**src/rtl/score_pkg.sv**
```systemverilog
// Shared types and widths for the Pong score keeper.
package score_pkg;

   typedef enum logic [2:0] {
      IDLE  = 3'd0,
      SERVE = 3'd1,
      PLAY  = 3'd2,
      POINT = 3'd3,
      OVER  = 3'd4
   } state_t;

   localparam int SCOREW = 4;

endpackage

```
**src/rtl/score_keeper_frame_timer.sv**
```systemverilog
// Counts frame pulses; done fires combinationally on the pulse that reaches target.
module frame_timer #(
   parameter int FCNTW = 8
) (
   input  logic             clk_pix,
   input  logic             rst_pix,
   input  logic             clear,
   input  logic             frame,
   input  logic [FCNTW-1:0] target,
   output logic             done
);

   logic [FCNTW-1:0] cnt;
   logic [FCNTW-1:0] cnt_inc;

   assign cnt_inc = cnt + 1'b1;
   // clear wins over a coincident frame pulse, so that pulse is never counted
   assign done = frame && !clear && (cnt_inc == target);

   always_ff @(posedge clk_pix) begin
      if (rst_pix || clear) begin
         cnt <= '0;
      end else if (frame) begin
         cnt <= done ? '0 : cnt_inc;
      end
   end

endmodule

```
**src/rtl/score_keeper.sv**
```systemverilog
// Pong game-state controller: serve/play/point/over sequencing and saturating 0..WIN_SCORE scores.
module score_keeper
   import score_pkg::*;
#(
   parameter int WIN_SCORE    = 9,
   parameter int SERVE_FRAMES = 60,
   parameter int POINT_FRAMES = 90,
   parameter int FCNTW        = 8
) (
   input  logic              clk_pix,
   input  logic              rst_pix,
   input  logic              frame,
   input  logic              start,
   input  logic              miss_l,
   input  logic              miss_r,
   output logic [SCOREW-1:0] score_l,
   output logic [SCOREW-1:0] score_r,
   output logic              play,
   output logic              serve_dir,
   output logic              game_over,
   output logic              winner,
   output logic [2:0]        state_dbg
);

   localparam logic [SCOREW-1:0] WIN = SCOREW'(WIN_SCORE);

   state_t           state;
   logic             entered;
   logic             timer_clear;
   logic             timer_done;
   logic [FCNTW-1:0] timer_target;

   // entered marks the first cycle of a state, which restarts the frame count
   assign timer_clear  = entered || !((state == SERVE) || (state == POINT));
   assign timer_target = (state == SERVE) ? FCNTW'(SERVE_FRAMES) : FCNTW'(POINT_FRAMES);
   assign state_dbg    = state;

   frame_timer #(.FCNTW(FCNTW)) u_timer (
      .clk_pix (clk_pix),
      .rst_pix (rst_pix),
      .clear   (timer_clear),
      .frame   (frame),
      .target  (timer_target),
      .done    (timer_done)
   );

   always_ff @(posedge clk_pix) begin
      if (rst_pix) begin
         state     <= IDLE;
         entered   <= 1'b0;
         score_l   <= '0;
         score_r   <= '0;
         play      <= 1'b0;
         serve_dir <= 1'b0;
         game_over <= 1'b0;
         winner    <= 1'b0;
      end else begin
         entered <= 1'b0;
         case (state)
            IDLE: begin
               if (start) begin
                  state   <= SERVE;
                  entered <= 1'b1;
                  score_l <= '0;
                  score_r <= '0;
               end
            end
            SERVE: begin
               if (timer_done) begin
                  state   <= PLAY;
                  entered <= 1'b1;
                  play    <= 1'b1;
               end
            end
            PLAY: begin
               if (miss_l || miss_r) begin
                  state   <= POINT;
                  entered <= 1'b1;
                  play    <= 1'b0;
                  if (miss_l && miss_r) begin
                     serve_dir <= ~serve_dir;
                  end else if (miss_l) begin
                     serve_dir <= 1'b0;
                     if (score_r < WIN) score_r <= score_r + 1'b1;
                  end else begin
                     serve_dir <= 1'b1;
                     if (score_l < WIN) score_l <= score_l + 1'b1;
                  end
               end
            end
            POINT: begin
               if (timer_done) begin
                  entered <= 1'b1;
                  if ((score_l == WIN) || (score_r == WIN)) begin
                     state     <= OVER;
                     game_over <= 1'b1;
                     winner    <= (score_r == WIN);
                  end else begin
                     state <= SERVE;
                  end
               end
            end
            OVER: begin
               if (start) begin
                  state     <= SERVE;
                  entered   <= 1'b1;
                  score_l   <= '0;
                  score_r   <= '0;
                  game_over <= 1'b0;
                  serve_dir <= ~winner;
               end
            end
            default: begin
               state   <= IDLE;
               entered <= 1'b1;
            end
         endcase
      end
   end

endmodule

```
**config.mk**
```make
export PLATFORM = sky130hd
export DESIGN_NAME = score_keeper
export DESIGN_NICKNAME = d
export VERILOG_FILES = /design/src/rtl/score_pkg.sv /design/src/rtl/score_keeper_frame_timer.sv /design/src/rtl/score_keeper.sv
export SDC_FILE = /design/constraint.sdc
export NUM_CORES = 1
export LEC_CHECK = 0
export BUFFER_PORTS_ARGS = -buffer_cell sky130_fd_sc_hd__buf_2
export CORE_MARGIN = 2
export CORE_UTILIZATION = 55
export DETAILED_ROUTE_END_ITERATION = 6
export PLACE_DENSITY = 0.87
export SLEW_MARGIN = 30
export SYNTH_ARGS = -nofsm -noshare
export SYNTH_HDL_FRONTEND = slang
export SYNTH_SLANG_ARGS = --single-unit
```
**constraint.sdc**
```tcl
create_clock -name clk_pix -period 3 [get_ports clk_pix]
set_clock_uncertainty 0.2 [all_clocks]
set_input_delay 0.6 -clock clk_pix [delete_from_list [all_inputs] [get_ports clk_pix]]
set_output_delay 0.6 -clock clk_pix [all_outputs]
set_load 0.005 [all_outputs]
```
== Word-level counts from Yosys, hierarchy flattened ==
Index checks and enable logic that the tools add are counted.
Cells by class
  equality and inequality tests: 18
  order comparisons: 2
  reduce and logical (&&, ||, !) cells: 24
  mux-type cells: 35
  add/subtract/negate cells: 3
  bitwise operators: 2
Operators with widths (count)
  4-bit two-way mux: 9
  4-bit case mux with 2 select lines: 2
  3-bit two-way mux: 5
  2-bit inequality test (second input constant): 7
  1-bit two-way mux: 12
  3-bit case mux with 4 select lines: 1
  6-bit AND reduction: 2
  3-bit AND reduction: 3
  4-bit by 1-bit adder with 4-bit output (second input constant): 2
  8-bit by 1-bit adder with 8-bit output (second input constant): 1
  4-bit == test (second input constant): 2
  8-bit by 7-bit == test with 1-bit output: 1
  4-bit less-than comparator (second input constant): 2
  8-bit two-way mux: 1
  2-bit by 1-bit inequality test with 1-bit output (second input constant): 4
  4-bit AND reduction: 2
  2-bit nonzero test: 4
  7-bit two-way mux: 1
  3-bit by 2-bit == test with 1-bit output (second input constant): 2
  1-bit case mux with 2 select lines: 3
  1-bit logical OR: 5
  2-bit OR reduction: 2
  3-bit by 1-bit == test with 1-bit output (second input constant): 1
  3-bit == test (second input constant): 1
  5 further kinds: 9
Storage, ports and cells
  register bits: 24
  output and inout bits: 15
  input port bits: 6

== Depth between registers and ports, before layout ==
  depth in word-level cells: 9
  depth in mapped cells: 8
  gate-level depth less buffers: 8

== Hierarchy ==
A second synthesis with hierarchy kept.
Second synthesis, totals
  cell total of the unflattened synthesis: 175
  area, all modules: 1516.5 µm²
Modules (own cells, without submodules)
  score_keeper: cells each 109, area each 943.4 µm², instances 1, sequential area each 320.3 µm²
  frame_timer: cells each 66, area each 573.0 µm², instances 1, sequential area each 160.2 µm²

== Worst setup path after synthesis ==
OpenSTA, ideal clock, no wires.
  path kind: reg2reg
  from: register u_timer.cnt[0]
  to: register u_timer.cnt[3]
  period minus slack after synthesis: 2.334 ns
  setup slack: 0.666 ns
  data required time: 2.676 ns
  cell stages (with the launch flop): 8
  arrival: 2.011 ns
  setup time: 0.124 ns
  path through: dfxtp_1 > ha_1 > nand3_2 > or3_4 > a2111oi_4 > nand4_2 > a31oi_1 > o31ai_1
Between the ends
  longest elaborated chain between the ends: 4
Ends and longest elaborated chain
  start, declared: RTL line score_keeper_frame_timer.sv:13  | logic [FCNTW-1:0] cnt;
  start signal, assigned: RTL line score_keeper_frame_timer.sv:24  | cnt <= done ? '0 : cnt_inc;
  8-bit by 1-bit adder with 8-bit output (*): RTL line score_keeper_frame_timer.sv:16  | assign cnt_inc = cnt + 1'b1;
  8-bit by 7-bit == test with 1-bit output: RTL line score_keeper_frame_timer.sv:18  | assign done = frame && !clear && (cnt_inc == target);
  1-bit logical AND: RTL line score_keeper_frame_timer.sv:18
  8-bit two-way mux (*): RTL line score_keeper_frame_timer.sv:24
Mark *: on every way between the ends. The rest lies on a longest branch, timed or not.
A chain may end at the register's enable or synchronous reset.

== Final worst setup path ==
  from: register u_timer.cnt[0]
  to: register u_timer.cnt[5]
The elaborated chain is that of the path after synthesis.

==> reports/results.ini <==
[clocking]
insertion_delay_ps=320
cts_max_level=1
cts_tree=done
cts_root_buf=clkbuf_4
numCtsBuffers=3
path_clk_slew_ps=140
cts_buffer_depth=2
cts_hold_buf=0
cts_sinks=24
cts_resized=0
post_cts_buffers=0

[synth]
netlist_instances=177
yosysUniqueCellTypes=51
synthTopCellsByCount=dfxtp_1 (24), nor2_1 (21), nand2_1 (19)
synth_area_mm2=0.001445
ys.flop_type=dfxtp_1
synth_top_area_frac=0.3325
ys_async_sr_fraction=0
post-synth-top-count-cell=dfxtp_1
ys_seq_area_frac=0.3325
synthTopCellsByArea=dfxtp_1 (33%), ha_1 (6.1%), nor2_1 (5.5%)
synth_edf_count=0
avgSynthCellArea_um2=8.165
ys_ff_latch=24
yosysWarnings=0
syn-num-nets=190
synth.largest_area_cell=dfxtp_1

[run]
max_cap_viol_count=0

[finish]
antennaDiodeCount=0
area_delta_synth_final_pct=8.398
nFillCells=217
layout.nets=207
post-route-util=0.6323
drive_gt1_frac=0.1813

[placed_design]
hpwl_um=2302
port_buffers=20
place_congestion=0.8682

[worst_setup_path]
cpPeakStageDelay_ps=480
end_kind=register
critPathMaxFanout=6
critical_path_arrival_ps=2660
cp-start-kind=register
worstPathCellList=ha_1, nand3_2, or3_4, a2111oi_4, nand3_1, nand3b_1, a311oi_1
cp_slowest_cell=a2111oi_4
required_ps=3010
critPathKind=register to register

[pwr]
p_per_area_mw_per_mm2=361.6
peakVddDrop_mv=0.3524
leakage_uw=0.0006276

[sta]
fmax_mhz=377.2
finalHoldWorstSlack_ps=288.0
slew_violations=0
setup_viol=0
period_needed_ps=2651
finalCritPeriodShare=0.8836
tightest_slew_ps=553.5
finalHoldViolCount=0
rsz0062_at_grt=no
tns_ps=0
slew_headroom=0.6271

[routing]
routed_wl_um=3070
ant_nets=0
drt_iter0_markers=64
vias=1316
drt-pass1-iter-count=4
avgRoutedWirePerCell_um=13.77
via_per_inst=5.901
drc=0

[run_status]
status=finished, final reports clean

[global_routing]
met2_usage=0.3265
grt_pass1_wl_um=5244
busiest_layer=met2
grt_max_degree=14
gr-total-overflow=0
use_met1=0.2838
grt_pass1_vias=1231
track_usage=0.2085
use_met3=0.02108
antenna_found_initial=0

[die]
die_h_um=55.26
die_w_um=55.26
io_pins=21
row_count=18
core_mm2=0.002477
dieArea_mm2=0.003054
start_util=0.5833

[hold_path]
min_path_type=register to register

-- flip-flops by register name, indices dropped and copies added, names as in the netlist --
name         count
score_r          4
state_dbg        3
winner           1
entered          1
u_timer.cnt      8
score_l          4
serve_dir        1
play             1
game_over        1
-- kinds of logic after synthesis --
| family | after synthesis | share of synthesized area |
|---|---|---|
| and+or+nand+nor | 76 | 0.2736 |
| AOI/OAI and AO/OA | 44 | 0.2217 |
| DFF | 24 | 0.3325 |
| buffers and inverters | 18 | 0.06234 |
| xor gates and xnor gates | 7 | 0.04243 |
| adders and majority gates | 7 | 0.06060 |
| muxes | 1 | 0.006927 |
-- layout make-up --
type,count,area [um2],share of cell area
Clock buffer,4,36.28,0.02316
Inverter,10,37.54,0.02396
Multi-Input combinational cell,135,874.6,0.5583
Timing Repair Buffer,20,100.1,0.06390
Tap cell,30,37.54,0.02396
Sequential cell,24,480.5,0.3067
-- critical path, delay by kind of cell (launching register included) --
kind,cells,cell delay [ps]
AO/OA/AOI/OAI,2,590
AND/OR/NAND/NOR,4,980
adder cells (fa/ha/maj),1,310
flip-flops,1,450
-- per-layer routing --
layer | wire (um) | share of wire
met1 | 1486 | 0.48
met2 | 1402 | 0.46
met3 | 131 | 0.043
met4 | 48 | 0.016
met5 | 0 | 0
-- power breakdown --
part	internal, uW	switching [uW]
registers	324	9.72
clock network	74.3	103
logic	21.1	33.6
-- final timing paths --
kind | from | end | slack, ps | cells past startpoint
max reg2reg | u_timer.cnt[0] | u_timer.cnt[5] | 350 | 7
max | u_timer.cnt[0] | u_timer.cnt[5] | 350 | 7
min | play | play | 290 | 2
min reg2reg | play | play | 290 | 2
-- metrics by stage --
step	instances	setup slack (ps)	instance area, um2	power [uW]
2_1_floorplan	177	665.7	1445	379.7
3_3_place_gp	219	440.7	1530	393.4
3_5_place_dp	219	330.5	1530	395.8
4_1_cts	223	377.5	1567	569.6
5_1_grt	223	185.1	1567	589.8
6_report	223	349.1	1567	566.4
-- cell usage in the layout, fill, tap and decap left out, drive strengths merged, types with 2 or more instances in the layout --
cell and instances:
a31oi 6, dfxtp 24, inv 10, a2111o 2, clkbuf 4, a21boi 2
nand4 4, ha 7, a21oi 13, a311oi 2, nor3 5, o22ai 2
or2 2, a41oi 2, o2111ai 2, nand3b 2, nor2 21, o31ai 2
xnor2 4, nand2b 5, nand3 7, or3 2, xor2 3, nand2 19
o21ai 4, buf 20
(Power assumes the default switching activity.)
